### config.mk
export PLATFORM = sky130hd
export DESIGN_NAME = vedic_mul8_seq
export DESIGN_NICKNAME = d
export VERILOG_FILES = /design/src/rtl/vedic_pkg.sv /design/src/rtl/Vedic4x4_Top.sv /design/src/rtl/vedic_mul8_seq.sv
export SDC_FILE = /design/constraint.sdc
export NUM_CORES = 1
export LEC_CHECK = 0
export CORE_MARGIN = 8
export CORE_UTILIZATION = 51
export CTS_CLUSTER_DIAMETER = 40
export DETAILED_ROUTE_END_ITERATION = 7
export PLACE_DENSITY_LB_ADDON = 0.3
export RECOVER_POWER = 100
export SYNTH_ARGS = -nofsm -noshare
export SYNTH_HDL_FRONTEND = slang
export SYNTH_SLANG_ARGS = --single-unit
### constraint.sdc
create_clock -name clk -period 4.9 [get_ports clk]
set_input_delay 0.735 -clock clk [delete_from_list [all_inputs] [get_ports clk]]
set_output_delay 0.735 -clock clk [all_outputs]
set_load 0.05 [all_outputs]
### src/rtl/vedic_pkg.sv
// Shared types and constants for the sequential 8x8 Vedic multiplier.
// Holds the FSM state type, datapath widths, the per-step shift table
// and the 2x2 Urdhva-Tiryagbhyam building block used by the 4x4 core.
package vedic_pkg;

    typedef enum logic [1:0] {
        IDLE = 2'd0,
        CALC = 2'd1,
        DONE = 2'd2
    } state_t;

    localparam int unsigned STEPS  = 4;
    localparam int unsigned NIB_W  = 4;
    localparam int unsigned PROD_W = 16;

    // Shift applied to the core product at steps 0..3 (4 bits per entry, step 0 in the LSBs)
    localparam logic [4*STEPS-1:0] SHIFT_TAB = {4'd8, 4'd4, 4'd4, 4'd0};

    // 2x2 vertical-and-crosswise product
    function automatic logic [3:0] vedic2x2(input logic [1:0] x, input logic [1:0] y);
        logic [3:0] p;
        logic       c1;
        p[0] = x[0] & y[0];
        p[1] = (x[1] & y[0]) ^ (x[0] & y[1]);
        c1   = (x[1] & y[0]) & (x[0] & y[1]);
        p[2] = (x[1] & y[1]) ^ c1;
        p[3] = (x[1] & y[1]) & c1;
        return p;
    endfunction

endpackage

### src/rtl/Vedic4x4_Top.sv
// Combinational 4x4 unsigned Vedic multiplier built from four 2x2 blocks.
// The two cross products are summed first, then added in at weight 4.
module Vedic4x4_Top
    import vedic_pkg::*;
(
    input  logic [NIB_W-1:0]   a,
    input  logic [NIB_W-1:0]   b,
    output logic [2*NIB_W-1:0] p
);

    logic [3:0] q0;
    logic [3:0] q1;
    logic [3:0] q2;
    logic [3:0] q3;
    logic [4:0] mid;

    assign q0  = vedic2x2(a[1:0], b[1:0]);
    assign q1  = vedic2x2(a[3:2], b[1:0]);
    assign q2  = vedic2x2(a[1:0], b[3:2]);
    assign q3  = vedic2x2(a[3:2], b[3:2]);
    assign mid = {1'b0, q1} + {1'b0, q2};

    // {q3,q0} places the high and low products; the crosswise sum sits at bit 2
    assign p   = {q3, q0} + {1'b0, mid, 2'b00};

endmodule

### src/rtl/vedic_mul8_seq.sv
// Iterative 8x8 multiplier: one 4x4 Vedic core reused over four CALC cycles,
// shifting and accumulating each nibble-pair product into a 16-bit sum.
// Valid/ready on both sides; outputs are decoded from registered state only.
// Optional build macro VEDIC_MUL8_SIGNED_EN: two's complement operands,
// magnitudes are multiplied and the sign is applied on the final step.
module vedic_mul8_seq
    import vedic_pkg::*;
#(
    parameter int unsigned DATA_W       = 8,
    parameter int unsigned CLEAR_ON_POP = 1
) (
    input  logic                clk,
    input  logic                rst_n,
    input  logic                in_valid,
    output logic                in_ready,
    input  logic [DATA_W-1:0]   a,
    input  logic [DATA_W-1:0]   b,
    output logic                out_valid,
    input  logic                out_ready,
    output logic [2*DATA_W-1:0] product,
    output logic                busy
);

    if (DATA_W != 8) begin : g_bad_width
        $error("vedic_mul8_seq supports DATA_W == 8 only");
    end

    state_t              state_q;
    logic [1:0]          step_q;
    logic [7:0]          a_q;
    logic [7:0]          b_q;
    logic [PROD_W-1:0]   acc_q;
    logic [PROD_W-1:0]   product_q;

    logic [7:0]          op_a;
    logic [7:0]          op_b;
    logic [NIB_W-1:0]    nib_a;
    logic [NIB_W-1:0]    nib_b;
    logic [2*NIB_W-1:0]  core_p;
    logic [3:0]          shift;
    logic [PROD_W-1:0]   addend;
    logic [PROD_W-1:0]   sum;
    logic [PROD_W-1:0]   final_val;

`ifdef VEDIC_MUL8_SIGNED_EN
    logic neg_q;
    logic neg_in;

    // Magnitudes are stored; |-128| = 0x80 still fits in 8 unsigned bits
    assign op_a      = a[7] ? (~a + 8'd1) : a;
    assign op_b      = b[7] ? (~b + 8'd1) : b;
    assign neg_in    = a[7] ^ b[7];
    assign final_val = neg_q ? (~sum + 16'd1) : sum;
`else
    assign op_a      = a;
    assign op_b      = b;
    assign final_val = sum;
`endif

    // Step bit 0 selects the high nibble of a, step bit 1 the high nibble of b
    assign nib_a  = step_q[0] ? a_q[7:4] : a_q[3:0];
    assign nib_b  = step_q[1] ? b_q[7:4] : b_q[3:0];
    assign shift  = SHIFT_TAB[{step_q, 2'b00} +: 4];
    assign addend = {8'd0, core_p} << shift;
    assign sum    = acc_q + addend;

    Vedic4x4_Top u_core (
        .a (nib_a),
        .b (nib_b),
        .p (core_p)
    );

    // FSM, operand capture, accumulation and result register
    always_ff @(posedge clk) begin
        if (!rst_n) begin
            state_q   <= IDLE;
            step_q    <= 2'd0;
            a_q       <= 8'd0;
            b_q       <= 8'd0;
            acc_q     <= '0;
            product_q <= '0;
`ifdef VEDIC_MUL8_SIGNED_EN
            neg_q     <= 1'b0;
`endif
        end else begin
            unique case (state_q)
                IDLE: begin
                    if (in_valid) begin
                        a_q     <= op_a;
                        b_q     <= op_b;
                        acc_q   <= '0;
                        step_q  <= 2'd0;
                        state_q <= CALC;
`ifdef VEDIC_MUL8_SIGNED_EN
                        neg_q   <= neg_in;
`endif
                    end
                end
                CALC: begin
                    acc_q  <= sum;
                    step_q <= step_q + 2'd1;
                    if (step_q == 2'd3) begin
                        product_q <= final_val;
                        state_q   <= DONE;
                    end
                end
                DONE: begin
                    if (out_ready) begin
                        state_q <= IDLE;
                        if (CLEAR_ON_POP != 0) begin
                            product_q <= '0;
                        end
                    end
                end
                default: state_q <= IDLE;
            endcase
        end
    end

    assign in_ready  = (state_q == IDLE);
    assign out_valid = (state_q == DONE);
    assign busy      = (state_q != IDLE);
    assign product   = product_q;

endmodule
==> impl_results.md, run 1 <==
* Leakage at 1.78 nW
* Peak Freq at 213 MHz
* Reg2reg end: product[15]
* Critical Path End Type: flip-flop
* Die X at 95.5 um
* Port buffer count at 38
* Initial DRC Count at 157
* Max-Cap Viols at 0
* Placed Area at 0.00375 sq mm
* Largest net degree at the start of global routing at 43
* Wire length on met1 at 3260 um
* CP Launch Type: flip-flop
* Die height at 95.5 um
* CTS tree: done
* #FFs+latches synth at 52
* Clock sinks at 52
* Drt via density at 5.62
* I/O pins at 39
* ANT cells at 0
* Inserted Clock Buffers at 5
* Req. time, crit path at 5.09 ns
* Sequential element share of the synthesized area at 32.3%
* Layout cell share with drive strength beyond 1 at 9.59%
* Fin. max-slew vios at 0
* Setup slack, reg-to-reg at 0.21 ns
* Yosys top cell by area: dfxtp_1
* Synth unique cells at 37
* Syn nets at 429
* Skew-Pair Late Insertion Delay at 0.30 ns
* Core box area at 0.00624 sq mm
* GPL Wtd Cong at 0.937
* Reg2reg start: step_q[1]
* Most common cell after layout, fill and taps aside: nand2_1
* Final-report hold violation count at 0
* Final min period at 4.69 ns
* Final Power at 0.909 mW
* Drt wl/cell at 14.9 um
* First-pass GRT wire length at 12600 um
* Clock root buffer: clkbuf_8
* Fin crit share at 95.6%
* Power Dens Cells at 229 mW/mm^2
* Syn Inst Count at 373
* Clock Skew at 0.0129 ns
* Final setup viols at 0
* Met3 wire length at 251 um
* Area delta synth->final at 23.2%
* DR pass1 iterations at 4
* Peak supply drop at 0.218 mV
* Nets@finish at 472
* Routed wl met2 at 3760 um
* DR DRC count at 0
* Routed WL at 7360 um
* Post-route cell area at 0.00397 sq mm
* Arrival time of the worst setup path at 4.88 ns
* Site Rows at 29
* Syn avg cell area at 8.64 sq um
* Status: finished clean
* CTS max path bufs at 2
* Via count at 2776
* Placed insts at 485
* H-tree depth at 2
* Non-filler cells, final at 494
* Most frequent cells in the layout: nand2_1, dfxtp_1, ha_1
* Synth top area share at 32.3%
* Gr ovfl total at 0
* Final antenna-violating net count at 0
* CTS Hold Bufs at 0
* Total GRT Usage at 16.8%
* Hold Crit Start: product[10]
* Number of global-route vias before repair at 2807
* HPWL Detailed at 5640 um
* YS warnings at 0
* Synth area leaders: dfxtp_1, ha_1, nand2_1, a21boi_0, a22o_1
* Crit path max fanout at 6
* Reg clk slew, reported paths at 0.10 ns
* Worst-Margin Slew at 1.42 ns
* Hold Crit Depth at 2
* Top Layer Used: met4
* Synth Cell Area at 0.00322 sq mm
* Starting density of the core at 51.6%
* FF-to-FF path depth at 17
* Max transition margin at 5.65%
* Hold WC Path Type: reg -> reg
* Die Area at 0.00912 sq mm
* Setup CP Type: reg -> reg
* Initial antenna violation count at 0
* Hold Path End: product[10]
[through the flow]
| stage | TNS [ns] | hold WS (ns) | worst slack, ns | util, % |
|---|---|---|---|---|
| floorplan | 0 | 0.432 | 0.0123 | - |
| global placement | -0.0786 | 0.445 | -0.0398 | 60.0 |
| detailed placement | -0.137 | 0.451 | -0.0710 | 60.0 |
| CTS | 0 | 0.471 | 0.00189 | 62.4 |
| global route | -0.0711 | 0.496 | -0.0406 | 63.6 |
| finish | 0 | 0.467 | 0.214 | 63.6 |
[repair_timing]
item                                    CTS  global route
pin swaps                                 0             7
setup buffers                             0             1
resized for setup                         4            16
endpoints found under the setup margin    2            12
[cells by family (layout without fill, tap and decap cells)]
kind of cell / after synthesis / after routing / synth area share, %
buffers and inverters: 24 / 68 / 2.80
multiplexers: 12 / 12 / 3.73
flip-flops: 52 / 52 / 32.3
AO/OA/AOI/OAI: 98 / 98 / 21.8
XOR/XNOR: 20 / 20 / 5.86
AND/OR/NAND/NOR: 131 / 131 / 18.8
adder cells (fa/ha/maj): 36 / 36 / 14.7
[sequential cells by signal (all words and copies together) (netlist names)]
name	flops
b_q	8
acc_q	16
state_q	2
step_q	2
product	16
a_q	8
[worst max-delay path, stage by stage (launching register included)]
cell	delay, ns
dfxtp_4	0.43
mux2i_2	0.24
nor2_1	0.07
ha_1	0.34
fa_2	0.52
fa_1	0.47
a21o_1	0.20
a21oi_1	0.17
xnor2_1	0.12
a22o_1	0.22
ha_1	0.29
a21o_1	0.20
a21o_1	0.18
a21o_1	0.18
a21o_1	0.19
a221oi_2	0.27
xnor3_1	0.26
a22o_1	0.21
[layout make-up]
class                           instances  area [sq um]
Multi-Input combinational cell        297          2170
Clock buffer                            5          68.8
Fill cell                             565          2270
Clock inverter                          3          68.8
Tap cell                               77          96.3
Timing Repair Buffer                   55           493
Inverter                                5          18.8
Sequential cell                        52          1050
[Yosys cell counts]
cell type and count:
o311ai_0 1, o21bai_1 3, or2_2 1, clkbuf_1 19
nor3_1 2, xor2_1 6, inv_1 5, a211oi_1 1
nand2_1 53, nand2b_1 4, o21a_1 2, a21oi_1 13
nor2_1 29, xnor2_1 13, nor2b_1 15, and3_2 1
dfxtp_1 52, a22oi_1 8, a211o_1 1, and3_1 4
a31oi_1 4, mux2i_1 12, a221oi_2 1, a22o_1 17
o21ai_1 1, nand3_1 10, o21ai_0 10, a21boi_0 23
fa_1 3, a41oi_1 1, nand4b_1 1, nor3b_1 2
a21o_1 11, xnor3_1 1, and2_1 9, o31ai_1 1
ha_1 33
[routing by layer]
metal	GRT usage (%)	vias up
met4	3.33	0
met5	0	-
met3	3.31	10
met1	19.5	1323
met2	31.2	47
li1	-	1396
[how the worst max path moves through the flow]
stage / startpoint / endpoint
4_1_cts: step_q[0] / acc_q[15]
5_1_grt: step_q[1] / acc_q[13]
3_3_place_gp: step_q[0] / product[15]
2_1_floorplan: step_q[0] / acc_q[15]
6_report: step_q[1] / product[15]
3_5_place_dp: step_q[0] / acc_q[15]
[report_power, final]
| part | internal, mW | total [mW] | switching (mW) |
|---|---|---|---|
| combinational | 0.0529 | 0.116 | 0.0633 |
| clock | 0.206 | 0.350 | 0.144 |
| sequential | 0.433 | 0.442 | 0.00975 |
Power figures use the tool's default switching activity.
==> run 2: changes to the inputs <==
--- a/config.mk
+++ b/config.mk
@@ -7,9 +7,9 @@
 export LEC_CHECK = 0
 export CORE_MARGIN = 8
 export CORE_UTILIZATION = 51
-export CTS_CLUSTER_DIAMETER = 40
+export CTS_CLUSTER_DIAMETER = 120
 export DETAILED_ROUTE_END_ITERATION = 7
-export PLACE_DENSITY_LB_ADDON = 0.3
+export PLACE_DENSITY_LB_ADDON = 0.12
 export RECOVER_POWER = 100
 export SYNTH_ARGS = -nofsm -noshare
 export SYNTH_HDL_FRONTEND = slang
==> impl_results.md, run 2 (same netlist as run 1, synthesis figures left out) <==
* Leakage at 1.81 nW
* Max-Cap Viols at 0
* Final antenna-violating net count at 0
* Post-Route Utilization at 63.9%
* H-tree depth at 2
* Die height at 95.5 um
* Most frequent cells in the layout: nand2_1, dfxtp_1, ha_1
* Power Dens Cells at 215 mW/mm^2
* Peak supply drop at 0.148 mV
* Clock root buffer: clkbuf_8
* Final min period at 4.70 ns
* Gr ovfl total at 0
* Drt wl/cell at 15.0 um
* Initial DRC Count at 148
* Area delta synth->final at 23.8%
* Site Rows at 29
* HPWL Detailed at 5750 um
* Critical path's slowest cell: dfxtp_4
* CP Launch Type: flip-flop
* Number of global-route vias before repair at 2743
* Final setup viols at 0
* Crit-path cells: mux2i_4, nor2_1, ha_1, ha_1, ha_1, a21o_1, a21o_1, ha_1, o21a_1, o31ai_2, nor2b_2, xnor2_1, a22o_1, ha_1, a21o_1, a21o_1, a21o_1, a221oi_2, xnor3_1, a22o_1
* Largest stage delay, worst path at 0.45 ns
* Skew-Pair Late Insertion Delay at 0.30 ns
* Worst hold slack at 0.464 ns
* Fillers at 563
* Inserted Clock Buffers at 5
* CTS tree: done
* Req. time, crit path at 5.10 ns
* Clock sinks at 52
* Final-report hold violation count at 0
* Initial antenna violation count at 0
* Combinational Power Share at 14.5%
* Most common cell after layout, fill and taps aside: nand2_1
* CTS Hold Bufs at 0
* Reg clk slew, reported paths at 0.09 ns
* Layout cell share with drive strength beyond 1 at 10.4%
* Crit path max fanout at 5
* Die Area at 0.00912 sq mm
* Routed WL at 7510 um
* Fin crit share at 95.9%
* Hold WC Path Type: reg -> reg
* GPL Wtd Cong at 0.884
* Starting density of the core at 51.6%
* Nets@finish at 479
* Status: finished clean
* DR DRC count at 0
* Setup CP Type: reg -> reg
* Fin. max-slew vios at 0
* Arrival time of the worst setup path at 4.90 ns
* Core box area at 0.00624 sq mm
* Die X at 95.5 um
* CTS max path bufs at 2
* Total GRT Usage at 17.4%
* Drt via density at 5.52
* DR pass1 iterations at 4
* Via count at 2765
* Critical Path End Type: flip-flop
* Peak Freq at 213 MHz
* ANT cells at 0
* Sw power at 0.214 mW
* I/O pins at 39
* Net switching fraction of the power at 24.9%
* Int Pwr at 0.644 mW
* Worst-Margin Slew at 1.40 ns
* Reg power frac at 51.8%
* Clock Skew at 0.00511 ns
* Max transition margin at 6.41%
* Port buffer count at 38
* Clock share of power at 33.7%
* First-pass GRT wire length at 12800 um
* Largest net degree at the start of global routing at 43
run 2: changes by cell type in the layout (fill, tap and decap cells not counted), sizes merged:
cell,before,now
buf,12,19
clkbuf,10,11
bufinv,2,1
clkinv,0,1
inv,6,5
run 2: area by class of cell:
class | instances | area (sq um) | share of cell area [%]
Tap cell | 77 | 96.3 | 2.42
Clock inverter | 2 | 35.0 | 0.878
Inverter | 5 | 18.8 | 0.471
Clock buffer | 6 | 72.6 | 1.82
Sequential cell | 52 | 1050 | 26.3
Timing Repair Buffer | 62 | 546 | 13.7
Multi-Input combinational cell | 297 | 2170 | 54.5
run 2: final timing paths:
| check | to | startpoint | cells after the start | slack [ns] |
|---|---|---|---|---|
| worst max register to register | product[15] | step_q[0] | 20 | 0.20 |
| worst max-delay path | product[15] | step_q[0] | 20 | 0.20 |
| worst min-delay path | product[10] | product[10] | 2 | 0.46 |
| worst min register to register | product[10] | product[10] | 2 | 0.46 |
run 2: worst max-delay path: cells and delay by family (launching register included):
| family | cells | cell delay, ns |
|---|---|---|
| AO/OA/AOI/OAI | 10 | 1.82 |
| XOR/XNOR | 2 | 0.39 |
| adder cells (fa/ha/maj) | 5 | 1.41 |
| flip-flops | 1 | 0.45 |
| multiplexers | 1 | 0.27 |
| AND/OR/NAND/NOR | 2 | 0.25 |
run 2: layer usage:
| metal | track usage [%] | vias up | wire, um |
|---|---|---|---|
| met5 | 0 | - | 0 |
| met3 | 2.60 | 7 | 302 |
| li1 | - | 1406 | - |
| met2 | 28.2 | 49 | 3490 |
| met1 | 23.4 | 1303 | 3620 |
| met4 | 4.74 | 0 | 97 |
run 2: power by group through the flow:
stage | Clock (mW) | Sequential [mW] | Combinational [mW]
final | 0.289 | 0.444 | 0.125
after global routing | 0.314 | 0.446 | 0.138
after CTS | 0.299 | 0.442 | 0.121
after detailed placement | 0 | 0.451 | 0.120
after global placement | 0 | 0.450 | 0.118
after floorplan | 0 | 0.447 | 0.0743
run 2: repair_timing:
item,4_1_cts,5_1_grt
pin swaps,0,3
endpoints found under the setup margin,2,12
buffers inserted,0,2
gates resized for setup,5,16
run 2: per-stage QoR:
stage          total power [mW]  instance area (sq um)  TNS, ns  setup WS (ns)  cells
4_1_cts                   0.862                   3910        0         0.0145    499
3_3_place_gp              0.569                   3790  -0.0454        -0.0236    491
5_1_grt                   0.898                   3990  -0.0727        -0.0212    501
3_5_place_dp              0.570                   3790   -0.204         -0.102    491
2_1_floorplan             0.522                   3220        0         0.0123    373
6_report                  0.857                   3990        0          0.199    501
